**src/rtl/ws281x_mport_if.sv**
```systemverilog
// Push-side bus of the multi-port WS281x transmitter: one valid/ready/data
// lane per LED port, packed side by side.
interface ws281x_mport_if #(
  parameter int NUM_PORTS = 4
);
  logic [NUM_PORTS-1:0]    push_valid;
  logic [32*NUM_PORTS-1:0] push_data;
  logic [NUM_PORTS-1:0]    push_ready;

  modport master (output push_valid, output push_data, input push_ready);
  modport slave  (input push_valid, input push_data, output push_ready);
endinterface

```
**src/rtl/ws281x_mport.sv**
```systemverilog
// Multi-port WS281x serial LED driver: per-port word FIFO feeding an
// IDLE/BIT/LATCH bit-timing FSM with a registered serial output.
module ws281x_mport #(
  parameter int NUM_PORTS  = 4,
  parameter int FIFO_DEPTH = 4
) (
  input  logic                 mclk,
  input  logic                 h_reset,
  input  logic [15:0]          cfg_reset_period,
  input  logic [9:0]           cfg_clk_period,
  input  logic [9:0]           cfg_th0_period,
  input  logic [9:0]           cfg_th1_period,
  input  logic [NUM_PORTS-1:0] port_enb,
  input  logic [NUM_PORTS-1:0] port_rgbw,
  ws281x_mport_if.slave        push,
  output logic [NUM_PORTS-1:0] port_busy,
  output logic [NUM_PORTS-1:0] txd
);

  localparam int AW = $clog2(FIFO_DEPTH);

  typedef enum logic [1:0] {
    S_IDLE  = 2'd0,
    S_BIT   = 2'd1,
    S_LATCH = 2'd2
  } state_e;

  logic [9:0]           per_s;
  logic [15:0]          lp_s;
  logic [NUM_PORTS-1:0] ready_s;

  // Degenerate timing settings are clamped so a bit and a latch always last.
  assign per_s = (cfg_clk_period < 10'd2) ? 10'd2 : cfg_clk_period;
  assign lp_s  = (cfg_reset_period == 16'd0) ? 16'd1 : cfg_reset_period;

  assign push.push_ready = ready_s;

  for (genvar p = 0; p < NUM_PORTS; p++) begin : g_port
    logic [31:0]   mem_q [FIFO_DEPTH];
    logic [AW-1:0] wr_q;
    logic [AW-1:0] rd_q;
    logic [AW:0]   cnt_q, cnt_d;
    logic          ready_q;
    logic          push_s, pop_s, empty_s;
    logic [31:0]   word_s, load_word_s;
    logic [4:0]    load_idx_s;
    logic [9:0]    th_s;

    state_e        state_q, state_d;
    logic [9:0]    bcnt_q, bcnt_d;
    logic [4:0]    bidx_q, bidx_d;
    logic [31:0]   sh_q, sh_d;
    logic [15:0]   lcnt_q, lcnt_d;
    logic          txd_q, txd_d;

    assign push_s  = push.push_valid[p] & ready_q;
    assign empty_s = (cnt_q == '0);
    assign word_s  = mem_q[rd_q];

    // 24-bit words are left-aligned so sh_q[31] is always the current bit.
    assign load_word_s = port_rgbw[p] ? word_s : {word_s[23:0], 8'h00};
    assign load_idx_s  = port_rgbw[p] ? 5'd31 : 5'd23;
    assign th_s        = sh_q[31] ? cfg_th1_period : cfg_th0_period;

    always_comb begin
      cnt_d = cnt_q;
      if (push_s && !pop_s) begin
        cnt_d = cnt_q + (AW+1)'(1);
      end else if (!push_s && pop_s) begin
        cnt_d = cnt_q - (AW+1)'(1);
      end else begin
        cnt_d = cnt_q;
      end
    end

    always_ff @(posedge mclk) begin
      if (push_s) begin
        mem_q[wr_q] <= push.push_data[32*p +: 32];
      end
    end

    // Ready is registered from the next occupancy, so a pop never frees a slot early.
    always_ff @(posedge mclk) begin
      if (h_reset) begin
        wr_q    <= '0;
        rd_q    <= '0;
        cnt_q   <= '0;
        ready_q <= 1'b0;
      end else begin
        if (push_s) wr_q <= wr_q + AW'(1);
        if (pop_s)  rd_q <= rd_q + AW'(1);
        cnt_q   <= cnt_d;
        ready_q <= (cnt_d < (AW+1)'(FIFO_DEPTH));
      end
    end

    always_comb begin
      state_d = state_q;
      bcnt_d  = bcnt_q;
      bidx_d  = bidx_q;
      sh_d    = sh_q;
      lcnt_d  = lcnt_q;
      pop_s   = 1'b0;
      txd_d   = (state_q == S_BIT) && (bcnt_q < th_s);
      case (state_q)
        S_IDLE: begin
          if (port_enb[p] && !empty_s) begin
            pop_s   = 1'b1;
            sh_d    = load_word_s;
            bidx_d  = load_idx_s;
            bcnt_d  = 10'd0;
            state_d = S_BIT;
          end else begin
            state_d = S_IDLE;
          end
        end
        S_BIT: begin
          if (bcnt_q >= per_s - 10'd1) begin
            bcnt_d = 10'd0;
            if (bidx_q == 5'd0) begin
              if (port_enb[p] && !empty_s) begin
                pop_s  = 1'b1;
                sh_d   = load_word_s;
                bidx_d = load_idx_s;
              end else begin
                lcnt_d  = 16'd0;
                state_d = S_LATCH;
              end
            end else begin
              bidx_d = bidx_q - 5'd1;
              sh_d   = {sh_q[30:0], 1'b0};
            end
          end else begin
            bcnt_d = bcnt_q + 10'd1;
          end
        end
        S_LATCH: begin
          if (lcnt_q >= lp_s - 16'd1) begin
            lcnt_d  = 16'd0;
            state_d = S_IDLE;
          end else begin
            lcnt_d = lcnt_q + 16'd1;
          end
        end
        default: begin
          state_d = S_IDLE;
        end
      endcase
    end

    // txd lags the FSM by one cycle, giving the two-edge push-to-output latency.
    always_ff @(posedge mclk) begin
      if (h_reset) begin
        state_q <= S_IDLE;
        bcnt_q  <= 10'd0;
        bidx_q  <= 5'd0;
        sh_q    <= 32'd0;
        lcnt_q  <= 16'd0;
        txd_q   <= 1'b0;
      end else begin
        state_q <= state_d;
        bcnt_q  <= bcnt_d;
        bidx_q  <= bidx_d;
        sh_q    <= sh_d;
        lcnt_q  <= lcnt_d;
        txd_q   <= txd_d;
      end
    end

    assign txd[p]       = txd_q;
    assign port_busy[p] = (state_q != S_IDLE);
    assign ready_s[p]   = ready_q;
  end

endmodule

```
**src/flat_wrapper.sv**
```systemverilog
// flat-port wrapper written by rule: the top's interface ports become plain ports
module ws281x_mport_flat 
#(
  parameter int NUM_PORTS  = 4,
  parameter int FIFO_DEPTH = 4
)
  (mclk, h_reset, cfg_reset_period, cfg_clk_period, cfg_th0_period, cfg_th1_period, port_enb, port_rgbw, port_busy, txd, push_push_valid, push_push_data, push_push_ready);
  ws281x_mport_if #(.NUM_PORTS(NUM_PORTS)) push_i ();
  input  logic mclk;
  input  logic h_reset;
  input  logic [15:0] cfg_reset_period;
  input  logic [9:0] cfg_clk_period;
  input  logic [9:0] cfg_th0_period;
  input  logic [9:0] cfg_th1_period;
  input  logic [NUM_PORTS-1:0] port_enb;
  input  logic [NUM_PORTS-1:0] port_rgbw;
  output logic [NUM_PORTS-1:0] port_busy;
  output logic [NUM_PORTS-1:0] txd;
  input wire logic [$bits(push_i.push_valid)-1:0] push_push_valid;
  input wire logic [$bits(push_i.push_data)-1:0] push_push_data;
  output wire logic [$bits(push_i.push_ready)-1:0] push_push_ready;
  assign push_i.push_valid = push_push_valid;
  assign push_i.push_data = push_push_data;
  assign push_push_ready = push_i.push_ready;
  ws281x_mport #(.NUM_PORTS(NUM_PORTS), .FIFO_DEPTH(FIFO_DEPTH)) u_core (.mclk(mclk), .h_reset(h_reset), .cfg_reset_period(cfg_reset_period), .cfg_clk_period(cfg_clk_period), .cfg_th0_period(cfg_th0_period), .cfg_th1_period(cfg_th1_period), .port_enb(port_enb), .port_rgbw(port_rgbw), .push(push_i), .port_busy(port_busy), .txd(txd));
endmodule
```
**config.mk**
```make
export PLATFORM = sky130hd
export DESIGN_NAME = ws281x_mport_flat
export DESIGN_NICKNAME = d
export VERILOG_FILES = /design/src/rtl/ws281x_mport_if.sv /design/src/rtl/ws281x_mport.sv /design/src/flat_wrapper.sv
export SDC_FILE = /design/constraint.sdc
export NUM_CORES = 1
export LEC_CHECK = 0
export CAP_MARGIN = 10
export CORE_ASPECT_RATIO = 0.75
export CORE_MARGIN = 2
export CORE_UTILIZATION = 65
export CTS_CLUSTER_DIAMETER = 60
export DETAILED_ROUTE_END_ITERATION = 6
export MAX_ROUTING_LAYER = met4
export PLACE_DENSITY = 0.93
export SYNTH_ARGS = -nofsm -noshare
export SYNTH_HDL_FRONTEND = slang
export SYNTH_SLANG_ARGS = --single-unit
```
**constraint.sdc**
```tcl
create_clock -name mclk -period 8.79 [get_ports mclk]
set_clock_uncertainty 0.2 [all_clocks]
set_input_delay 0.879 -clock mclk [delete_from_list [all_inputs] [get_ports mclk]]
set_output_delay 0.879 -clock mclk [all_outputs]
set_load 0.02 [all_outputs]
```
==> impl_results.md <==
* Worst path cell trace: clkdlybuf4s50_1 > or4_4 > or4_1 > o31ai_1 > ha_1 > nand3_1 > xor2_1 > ha_1 > nand2_1 > o21ai_0 > and3_1 > a311o_1 > o41ai_2 > nor2_1 > inv_1 > ha_1 > nand2b_1 > nor2_1 > a21oi_1 > nor3_1 > a21oi_1 > nor2_1
* PwrDens at 236 mW/mm2
* Worst path slowest cell: o41ai_2
* Number of hold buffers added after CTS at 0
* Post-CTS sizing at 0
* GRT overflow at 0
* Setup crit start: cfg_clk_period[4]
* Inserted Clock Buffers at 78
* Die Wd at 284 um
* Total Power at 10200 uW
* Routed wire length at 94400 um
* DRC Markers at 3
* Fillers at 3513
* Initial antenna violation count at 15
* Min-delay src: u_core.g_port[0].sh_q[7]
* Largest net degree at the start of global routing at 100
* Count of mapped cells out of synthesis at 3116
* Worst vdd ir at 0.000194 V
* Post-route setup slack at 1.49 ns
* Reg2Reg Launch Point: u_core.g_port[1].bcnt_q[0]
* WP data arrival at 7.56 ns
* Hold Crit Class: flop to flop
* Failing checks: DRC
* Slew HR at 18.0%
* Die ar. at 0.0608 mm2
* Yosys reg bits at 816
* Count leader, synth: edfxtp_1
* Pleak at 0.0152 uW
* Die height at 214 um
* Synth Flop Type: edfxtp_1
* Placed Area at 0.0408 mm2
* Via Count at 27200
* Slew Limit Fails at 0
* Register Area at 0.0215 mm2
* Vias in the first global route at 26700
* Ranking of synthesized cells by area: edfxtp_1, dfxtp_1, mux4_2, ha_1, a211oi_1
* Total GRT Usage at 31.7%
* Area added between synthesis and finish at 13.4%
* First drt pass iteration count at 7
* Setup repair bufs after CTS at 0
* R2R Setup Slk at 4.09 ns
* Critical Path Max Stage Delay at 0.75 ns
* Crit end category: flop
* Unrepaired setup endpoints after global routing: no
* Clk_lat worst skew at 0.64 ns
* Drt via density at 6.63
* Clock Tree Buf Depth at 3
* Core area at 0.0578 mm2
* Status: finished with violations
* Tmin final at 7.30 ns
* Fin crit share at 83.0%
* Synth cell count leaders: edfxtp_1, nor2_1, dfxtp_1
* Synthesized area at 0.0383 mm2
* Type of the worst setup path: input port to flop
* Initial core utilization at 66.2%
* Synth Warn # at 0
* DP Worst Slack at 1.09 ns
* H-tree depth at 3
* Routability cong. at 0.953
* First-pass GRT wire length at 148000 um
* Post-DP HPWL at 62000 um
* Crit-path max FO at 9
* Fin nets at 3615
* Avg WL per Cell at 23.0 um
* Port bufs at 199
* Multi-input combinational cell area at 0.0158 mm2
* R2r worst-path depth at 16
* Clock transition at path regs at 0.06 ns
* Share of cells above drive strength 1 at 9.78%
* Worst slew pin tran at 1.23 ns
* Core Util, Final at 75.0%
* Synth async-reset ratio at 0%
* Syn_nets at 3490
* Top cell type's share of synthesized area at 40.2%
* Hold violation count in the final report at 0
* Root Buffer Master: clkbuf_16
* Fmax at 137 MHz
* Post-synth cell types at 73
* Cell accounting for the most synthesized area: edfxtp_1
* FP Rows at 76
* Setup tns final at 0 ns
* Antenna viol nets, final at 0
* Total of max-cap violations at 0
* Sequential fraction of the synthesis area at 56.1%
* DRT iter0 DRCs at 3473
* Clock tree sinks at 816
* EDFF count, synth at 512
* Worst EP required at 9.05 ns
* Crit path launch type: input port
* Final setup viols at 0
* I/O pin count at 200
* Avg Cell Area, Syn at 12.3 um2
* Final Cell Area at 0.0434 mm2
* CTS tree: built
## critical path, delay by kind of cell
family	cells	cell delay, ns
AOI/OAI and AO/OA	6	2.37
xor gates and xnor gates	1	0.54
buffers and inverters	2	0.72
and+or+nand+nor	10	2.09
adders and majority gates	3	0.97
## cell type report
cell class	instances	area share (%)
Antenna cell	16	0.0923
Inverter	80	0.692
Sequential cell	816	49.5
Clock buffer	95	4.72
Multi-Input combinational cell	2031	36.3
Clock inverter	47	1.20
Timing Repair Buffer	234	5.20
Tap cell	780	2.25
## through the flow
| step | hold WS, ns | cells |
|---|---|---|
| final | 0.290 | 4099 |
| after global routing | 0.308 | 4098 |
| after CTS | 0.283 | 4083 |
| after detailed placement | 0.268 | 3941 |
| after global placement | 0.257 | 3941 |
| after floorplan | 0.248 | 3116 |
## cell usage in the layout (no fill, tap or decap), types with 33 or more instances in the layout
master	n
edfxtp_1	512
nor2_1	349
dfxtp_1	299
a211oi_1	214
clkdlybuf4s50_1	198
ha_1	186
a21oi_1	176
mux2i_1	143
mux4_2	128
nand2_1	113
nor3_1	113
inv_1	80
clkbuf_16	78
o21ai_0	76
nand3_1	55
xnor2_1	47
buf_4	35
or3_1	33
## routing by layer
metal | routed length, um | vias up | GRT usage [%] | part of all wire (%)
met5 | 0 | - | - | 0
met4 | 2010 | 0 | 8.33 | 2.1
met3 | 8810 | 176 | 6.99 | 9.3
met2 | 44600 | 1354 | 49.1 | 47
met1 | 38900 | 13400 | 42.8 | 41
li1 | - | 12200 | - | -
## worst min path at each step
| stage | end | cells past startpoint |
|---|---|---|
| after detailed placement | u_core.g_port[3].sh_q[0] | 2 |
| after global placement | u_core.g_port[0].sh_q[4] | 2 |
| after global routing | u_core.g_port[3].sh_q[6] | 2 |
| final | u_core.g_port[0].sh_q[7] | 2 |
| after CTS | u_core.g_port[0].sh_q[3] | 2 |
| after floorplan | u_core.g_port[1].bidx_q[4] | 2 |
## registers in the layout, summed over array words and instances, names as in the netlist, named ones only
name,count
u_core.g_port.mem_q,512
u_core.g_port.sh_q,128
u_core.g_port.lcnt_q,64
u_core.g_port.bcnt_q,40
u_core.g_port.bidx_q,20
u_core.g_port.cnt_q,8
u_core.g_port.rd_q,8
u_core.g_port.state_q,8
u_core.g_port.wr_q,8
u_core.g_port.ready_q,4
u_core.g_port.txd_q,4
## cell families after synthesis
logic type / synth area share [%]
compound gates: 11.7
xor+xnor: 1.79
fa+ha+maj: 6.08
buf+inv: 2.81
flops: 56.1
mux: 11.3
simple gates: 10.2
## power breakdown
group          leakage (uW)  internal (uW)  switching, uW  total, uW
clock network       0.00124           1910           1470       3390
logic               0.00682            920           1240       2160
registers           0.00712           4400            288       4690
Note: power is estimated with default switching activity, not from simulation.
